<file path="config.mk">
export PLATFORM = sky130hd
export DESIGN_NAME = program_loader
export DESIGN_NICKNAME = d
export VERILOG_FILES = /design/src/rtl/program_loader.sv
export SDC_FILE = /design/constraint.sdc
export NUM_CORES = 1
export LEC_CHECK = 0
export CAP_MARGIN = 25
export CORE_ASPECT_RATIO = 1.4
export CORE_UTILIZATION = 55
export CTS_CLUSTER_SIZE = 10
export DETAILED_ROUTE_END_ITERATION = 12
export HOLD_SLACK_MARGIN = 0.03
export PLACE_DENSITY = 0.76
export SLEW_MARGIN = 5
export SYNTH_ARGS = -nofsm -noshare
export SYNTH_HDL_FRONTEND = slang
export SYNTH_SLANG_ARGS = --single-unit
export TNS_END_PERCENT = 100
</file>
<file path="constraint.sdc">
create_clock -name clk_in -period 2.7 [get_ports clk_in]
set_input_delay 0.405 -clock clk_in [delete_from_list [all_inputs] [get_ports clk_in]]
set_output_delay 0.405 -clock clk_in [all_outputs]
set_load 0.05 [all_outputs]
</file>
<file path="src/rtl/program_loader.sv">
// Byte-stream program loader: frames of {LEN_HI, LEN_LO, payload words, XOR checksum} written to BRAM port A.
// Optional macro LOADER_PAD_NOP_EN pads addresses N..INSTRUCTION_COUNT-1 with the END word after a good load.
module program_loader #(
  parameter int INSTRUCTION_WIDTH = 32,
  parameter int INSTRUCTION_COUNT = 512,
  localparam int ADDR_W = $clog2(INSTRUCTION_COUNT)
) (
  input  logic                         clk_in,
  input  logic                         rst_n_in,
  input  logic [7:0]                   data_in,
  input  logic                         valid_in,
  output logic                         ready_out,
  input  logic                         clear_in,
  output logic [ADDR_W-1:0]            wr_addr_out,
  output logic [INSTRUCTION_WIDTH-1:0] wr_data_out,
  output logic                         wr_en_out,
  output logic                         done_out,
  output logic                         error_out,
  output logic                         program_valid_out
);

  localparam int BYTES_PER_WORD = INSTRUCTION_WIDTH / 8;
  localparam logic [7:0] LAST_BYTE = 8'(BYTES_PER_WORD - 1);
  localparam logic [16:0] COUNT = 17'(INSTRUCTION_COUNT);
  localparam logic [INSTRUCTION_WIDTH-1:0] END_WORD = {4'b0001, {(INSTRUCTION_WIDTH-4){1'b0}}};

  typedef enum logic [2:0] {
    S_HDR_HI, S_HDR_LO, S_PAYLOAD, S_CHECK, S_FILL, S_DONE, S_ERROR
  } state_t;

  state_t                       state;
  logic [15:0]                  len;
  logic [15:0]                  word_cnt;
  logic [7:0]                   byte_cnt;
  logic [7:0]                   csum;
  logic [INSTRUCTION_WIDTH-1:0] word;
  logic                         xfer;

  assign xfer = valid_in && ready_out;

  // First byte of a word ends up in the top (opcode) byte after BYTES_PER_WORD shifts.
  function automatic logic [INSTRUCTION_WIDTH-1:0] shift_in(
    input logic [INSTRUCTION_WIDTH-1:0] w,
    input logic [7:0]                   b
  );
    logic [INSTRUCTION_WIDTH+7:0] t;
    t = {w, b};
    return t[INSTRUCTION_WIDTH-1:0];
  endfunction

  always_ff @(posedge clk_in or negedge rst_n_in) begin
    if (!rst_n_in) begin
      state             <= S_HDR_HI;
      ready_out         <= 1'b1;
      wr_en_out         <= 1'b0;
      wr_addr_out       <= '0;
      wr_data_out       <= '0;
      done_out          <= 1'b0;
      error_out         <= 1'b0;
      program_valid_out <= 1'b0;
      len               <= '0;
      word_cnt          <= '0;
      byte_cnt          <= '0;
      csum              <= '0;
      word              <= '0;
    end else begin
      wr_en_out <= 1'b0;
      done_out  <= 1'b0;
      case (state)
        S_HDR_HI: if (xfer) begin
          len[15:8]         <= data_in;
          program_valid_out <= 1'b0;
          csum              <= '0;
          word_cnt          <= '0;
          byte_cnt          <= '0;
          state             <= S_HDR_LO;
        end
        S_HDR_LO: if (xfer) begin
          len[7:0] <= data_in;
          if ({1'b0, len[15:8], data_in} > COUNT) begin
            state     <= S_ERROR;
            ready_out <= 1'b0;
            error_out <= 1'b1;
          end else if ({len[15:8], data_in} == 16'd0) begin
            state <= S_CHECK;
          end else begin
            state <= S_PAYLOAD;
          end
        end
        S_PAYLOAD: if (xfer) begin
          word <= shift_in(word, data_in);
          csum <= csum ^ data_in;
          if (byte_cnt == LAST_BYTE) begin
            byte_cnt    <= '0;
            wr_en_out   <= 1'b1;
            wr_data_out <= shift_in(word, data_in);
            wr_addr_out <= word_cnt[ADDR_W-1:0];
            word_cnt    <= word_cnt + 16'd1;
            if (word_cnt == len - 16'd1) state <= S_CHECK;
          end else begin
            byte_cnt <= byte_cnt + 8'd1;
          end
        end
        S_CHECK: if (xfer) begin
          if (data_in == csum) begin
`ifdef LOADER_PAD_NOP_EN
            ready_out <= 1'b0;
            if ({1'b0, len} == COUNT) begin
              state             <= S_DONE;
              done_out          <= 1'b1;
              program_valid_out <= 1'b1;
            end else begin
              state <= S_FILL;
            end
`else
            state             <= S_DONE;
            ready_out         <= 1'b0;
            done_out          <= 1'b1;
            program_valid_out <= 1'b1;
`endif
          end else begin
            state     <= S_ERROR;
            ready_out <= 1'b0;
            error_out <= 1'b1;
          end
        end
`ifdef LOADER_PAD_NOP_EN
        // word_cnt already equals N here, so it doubles as the pad address.
        S_FILL: begin
          if ({1'b0, word_cnt} == COUNT) begin
            state             <= S_DONE;
            done_out          <= 1'b1;
            program_valid_out <= 1'b1;
          end else begin
            wr_en_out   <= 1'b1;
            wr_data_out <= END_WORD;
            wr_addr_out <= word_cnt[ADDR_W-1:0];
            word_cnt    <= word_cnt + 16'd1;
          end
        end
`endif
        S_DONE: begin
          state     <= S_HDR_HI;
          ready_out <= 1'b1;
        end
        S_ERROR: if (clear_in) begin
          state     <= S_HDR_HI;
          ready_out <= 1'b1;
          error_out <= 1'b0;
        end
        default: begin
          state     <= S_HDR_HI;
          ready_out <= 1'b1;
        end
      endcase
    end
  end

endmodule

</file>
* Word-level counts from Yosys, hierarchy flattened *
Index checks and enable logic that the tools add are counted.

word-level totals
  register bits = 121
  logic and storage cells = 95
  bits of input ports = 12
  output and inout port bits = 46

cells by class
  bitwise operators = 2
  $lt $le $gt $ge = 1
  muxes and demuxes = 41
  reductions and logical operators = 17
  eq/ne operators = 17
  add/sub/neg operators = 3

operator list
  cell                                                                                number
  16-bit 2-to-1 mux                                                                   3
  8-bit 2-to-1 mux                                                                    4
  16-bit one-hot mux with 2 select lines                                              1
  8-bit one-hot mux with 2 select lines                                               2
  3-bit 2-to-1 mux                                                                    8
  2-bit != test (second input constant)                                               10
  1-bit 2-to-1 mux                                                                    18
  16-bit by 1-bit adder with 16-bit output (second input constant)                    1
  16-bit equality test                                                                1
  16-bit by 10-bit greater-than comparator with 1-bit output (second input constant)  1
  16-bit logical NOT                                                                  1
  16-bit by 1-bit subtractor with 16-bit output (second input constant)               1
  3-bit one-hot mux with 5 select lines                                               1
  8-bit by 1-bit adder with 8-bit output (second input constant)                      1
  8-bit by 2-bit equality test with 1-bit output (second input constant)              1
  8-bit equality test                                                                 1
  4-bit AND reduction                                                                 2
  8-bit XOR                                                                           1
  7-bit AND reduction                                                                 1
  3-bit by 2-bit equality test with 1-bit output (second input constant)              2
  2-bit AND reduction                                                                 3
  3-bit AND reduction                                                                 2
  6-bit AND reduction                                                                 1
  5-bit AND reduction                                                                 1
  12 further kinds                                                                    13

* Depth between registers and ports, before layout *
  word-level depth = 6
  gate-level depth with buffers = 10
  mapped depth without buffers = 9

* Least setup slack after synthesis *
Ideal clock, no wire load.

  path type = reg-to-reg
  from = register ready_out
  to = register word_cnt[5]
  data arrival time = 2.094 ns
  library setup time = 0.133 ns
  period minus slack after synthesis = 2.228 ns
  buffers on the path = 1
  stages on the path, launching flop included = 10
  data required time = 2.567 ns
  slack = 0.472 ns
  cells stage by stage = dfstp_2 nand4bb_1 clkbuf_1 nor2_2 nand2_1 inv_2 o2111a_2 and3_1 xnor2_1 nor2_1

on the way
  cells in the longest elaborated chain, start to end = 3
  elaborated cells between the ends (all ways) = 4
  those cells by class = eq/ne: 2; reduce/logical: 2

ends and longest elaborated chain
  what                               line  RTL
  from (decl)                        12    output logic ready_out,
  from (signal assigned)             54    ready_out <= 1'b1;
  from (signal assigned)             82    ready_out <= 1'b0;
  from (signal assigned)             117   ready_out <= 1'b0;
  1-bit logical AND (*)              39    assign xfer = valid_in && ready_out;
  2-bit != test (no line)            -
  4-bit AND reduction (no line) (*)  -
  to (signal assigned)               98    word_cnt <= word_cnt + 16'd1;
  to (decl)                          33    logic [15:0] word_cnt;

Every way passes the cells marked *; elsewhere a longest branch is shown, timed or not.
A chain may end at the register's enable or synchronous reset.

* Worst setup path after layout *
  from = register len[0]
  to = register state[0]

on the way
  cells in the longest elaborated chain, start to end = 4

ends and longest elaborated chain
  what                                           line  RTL
  from (decl)                                    32    logic [15:0] len;
  from (signal assigned)                         79    len[7:0] <= data_in;
  16-bit by 1-bit subtractor with 16-bit output  99    if (word_cnt == len - 16'd1) state <= S_CHECK;
  16-bit equality test                           99
  2-bit != test (no line)                        -
  7-bit AND reduction (no line)                  -
  to (signal assigned)                           99
  to (signal assigned)                           116   state <= S_DONE;
  to (signal assigned)                           122   state <= S_ERROR;
  to (decl)                                      31    state_t state;

Every way passes these cells.

==> flow_summary.ini <==
[outcome]
outcome = completed

[synthesis]
synthArstFlopShare_pct = 100
synthFlopType = dfrtp_1
ys_seq_elements = 121
netlist_area_um2 = 5660
synth_fa_ha_area_share_pct = 0.663
avgSynthCellArea_um2 = 9.73
synth_xor_area_share_pct = 6.96
synth_cells = 582
yosys-mux-area-fraction_pct = 7.36
synth_seq_area_share_pct = 53.5
synth_edf_count = 0
synth_top_family_by_area = simple AND/OR/NAND/NOR gates
synth_fp_nets = 597
synth-compound-area-share_pct = 7.18
yosysWarnings = 0
synthSimpleGateAreaFrac_pct = 21.0
yosysUniqueCellTypes = 53

[pwr]
pwr-share-clk_pct = 31.7
combPwrFrac_pct = 28.5
pwr_density_cell_nw_per_um2 = 1000
ir_drop_mv = 0.604
p_switching_mw = 2.56
switching_share_pct = 36.5
power_leakage_nw = 3.27
p_int_mw = 4.46
power_mw = 7.03
power_frac_seq_pct = 39.8

[layout]
finalNonFillerCells = 795
drive_above_1_share_pct = 14.7
area_growth_pct = 24.0
final_net_count = 662
nFillCells = 746
diodes = 0

[critical_path]
crit_type = reg2reg
cp-end-kind = register
reg2reg_depth = 8
regToRegSetupSlack_ns = 0.26
r2r_start = len[0]$_DFFE_PN0P_
startpoint_type = register
startpoint = len[0]$_DFFE_PN0P_
required_ns = 3.04
r2r-end = state[0]$_DFFE_PN0P_
critPathMaxFanout = 7
worstPathArrival_ns = 2.78
crit_path_end = state[0]$_DFFE_PN0P_

[routing]
antenna_left = 0
routed_wirelength_mm = 14.0
drt_iter0_drc = 372
drt-pass1-iter-count = 5
route.detailed.drc = 0
via_per_inst = 5.63
vias = 4472
drt-wirelength-per-cell_um = 17.6

[place]
routabilityCongestion = 0.914
place_ws_ns = 0.301
dp.final_hpwl_mm = 9.47
placed_cells = 762
port_buffers = 57

[run]
cap_viol_max_count = 0

[clocking]
cts_resized = 0
cts_buffers = 17
cts_buffer_depth = 2
root_buffer = clkbuf_16
clkSlewWorstSetupHoldPaths_ns = 0.06
htree_levels = 4
clock_latency_ns = 0.42
clock-sinks = 121
cts_tree = built

[sta]
final.min_clock_period_ns = 2.44
finClkSkew_ns = 0.00965
whs_ns = 0.474
fmax_mhz = 410
finalSetupViolations = 0
maxSlewHeadroom_pct = 62.5
setup-tns-final_ns = 0
grt_setup_unrepaired = false
hold_viol_final = 0
drv_slew = 0
tightestPinTransition_ns = 0.563
finalCritPeriodShare_pct = 90.3
worst_slack_ns = 0.261

[grt]
grt_usage_pct = 28.7
grt_start_max_net_pins = 60
antenna_found_initial = 0
grt_pass1_wl_mm = 22.9
grt_overflow_total = 0
grt_pass1_vias = 4725

[min_path]
hold_class = reg2reg

[die]
start_util_pct = 56.9
die_w_um = 87.7
die_height_um = 122
dieArea_um2 = 10700
ios = 58
row_count = 43
coreArea_um2 = 9950
==> worst min path at each step <==
stage,to,cells after the start,from
3_5_place_dp,len[2]$_DFFE_PN0P_,1,rst_n_in
5_1_grt,wr_data_out[25]$_DFFE_PN0P_,2,wr_data_out[25]$_DFFE_PN0P_
4_1_cts,wr_data_out[24]$_DFFE_PN0P_,2,wr_data_out[24]$_DFFE_PN0P_
2_1_floorplan,byte_cnt[0]$_DFFE_PN0P_,0,rst_n_in
6_report,wr_data_out[24]$_DFFE_PN0P_,2,wr_data_out[24]$_DFFE_PN0P_
3_3_place_gp,len[2]$_DFFE_PN0P_,1,rst_n_in
==> layer usage <==
metal	up-vias	routed length (µm)	GRT usage [%]
met5	-	0	0
met1	2207	5320	32.2
met2	132	7480	50.2
met3	45	684	6.44
met4	0	503	14.9
li1	2088	-	-
==> cell usage in the layout, fill, tap and decap left out, types with 2 or more instances in the layout <==
cell,instances
xor2_1,22
nand3b_1,2
nor3_1,7
dfrtp_1,120
nor2_1,35
clkdlybuf4s50_1,56
a21oi_1,6
o311a_1,2
o21ai_0,37
clkinvlp_4,2
and3_1,6
clkbuf_16,17
and4_1,2
xnor2_1,23
nand3_1,8
mux2_1,3
ha_1,3
mux2_2,34
or4_1,2
nand4_1,13
buf_4,23
nand2_1,161
inv_1,7
inv_8,3
o31ai_1,3
o21ai_1,7
inv_6,7
nor4_1,8
nand2b_1,9
==> worst max-delay path, stage by stage (launching register included) <==
cell and delay, ns:
dfrtp_1 0.44, inv_1 0.11, ha_1 0.28, or3b_2 0.52
nor4_1 0.18, o21ai_0 0.11, a2111oi_0 0.44, nand4_1 0.15
o21ai_1 0.14
==> cell type report <==
type	count	area, µm²	area share (%)
repair buffers	81	763	10.9
inverters	8	30.0	0.428
clock inverters	15	154	2.19
clock buffers	17	425	6.06
multi-input cells	418	2450	34.9
well taps	135	169	2.41
flip-flops and latches	121	3030	43.2
==> cells in the mapped netlist (8+ instances only) <==
master    instances  share of area (%)
nand2_1         161                 11
dfrtp_1         120                 53
o21ai_0          37                3.3
nor2_1           35                2.3
mux2_2           34                6.8
clkbuf_1         26                1.7
xnor2_1          23                3.6
xor2_1           22                3.4
nand4_1          13                1.4
nand2b_1          9               0.99
nand3_1           8               0.71
nor4_1            8               0.88
==> registers in the layout, summed over array words and instances (netlist names), 3 cells and up <==
signal       count
word            24
byte_cnt         8
csum             8
len             16
word_cnt        16
wr_data_out     32
wr_addr_out      9
state            3
==> logic make-up (layout without fill, tap and decap cells) <==
family / after synthesis / after routing
simple gates: 265 / 265
flops: 121 / 121
compound gates: 68 / 68
xor+xnor: 45 / 45
buf+inv: 43 / 121
mux: 37 / 37
fa+ha+maj: 3 / 3
==> stage by stage <==
stage | instance area (µm²) | utilization (%)
after detailed placement | 6430 | 64.6
after floorplan | 5660 | -
after global placement | 6430 | 64.6
after global routing | 7020 | 70.5
final | 7020 | 70.5
after CTS | 7020 | 70.5
==> timing repair <==
item | CTS | global route
endpoints found under the hold margin | 37 | 0
buffers inserted | 0 | 0
hold buffers | 1 | 0
==> power by group through the flow <==
stage / logic, mW / registers (mW) / clock network [mW]
floorplan: 1.29 / 2.87 / 0
global placement: 1.93 / 2.78 / 0
detailed placement: 1.98 / 2.80 / 0
CTS: 2.01 / 2.79 / 2.26
global route: 2.18 / 2.86 / 2.32
finish: 2.00 / 2.80 / 2.23
No activity file was read; power rests on OpenSTA's default activity.
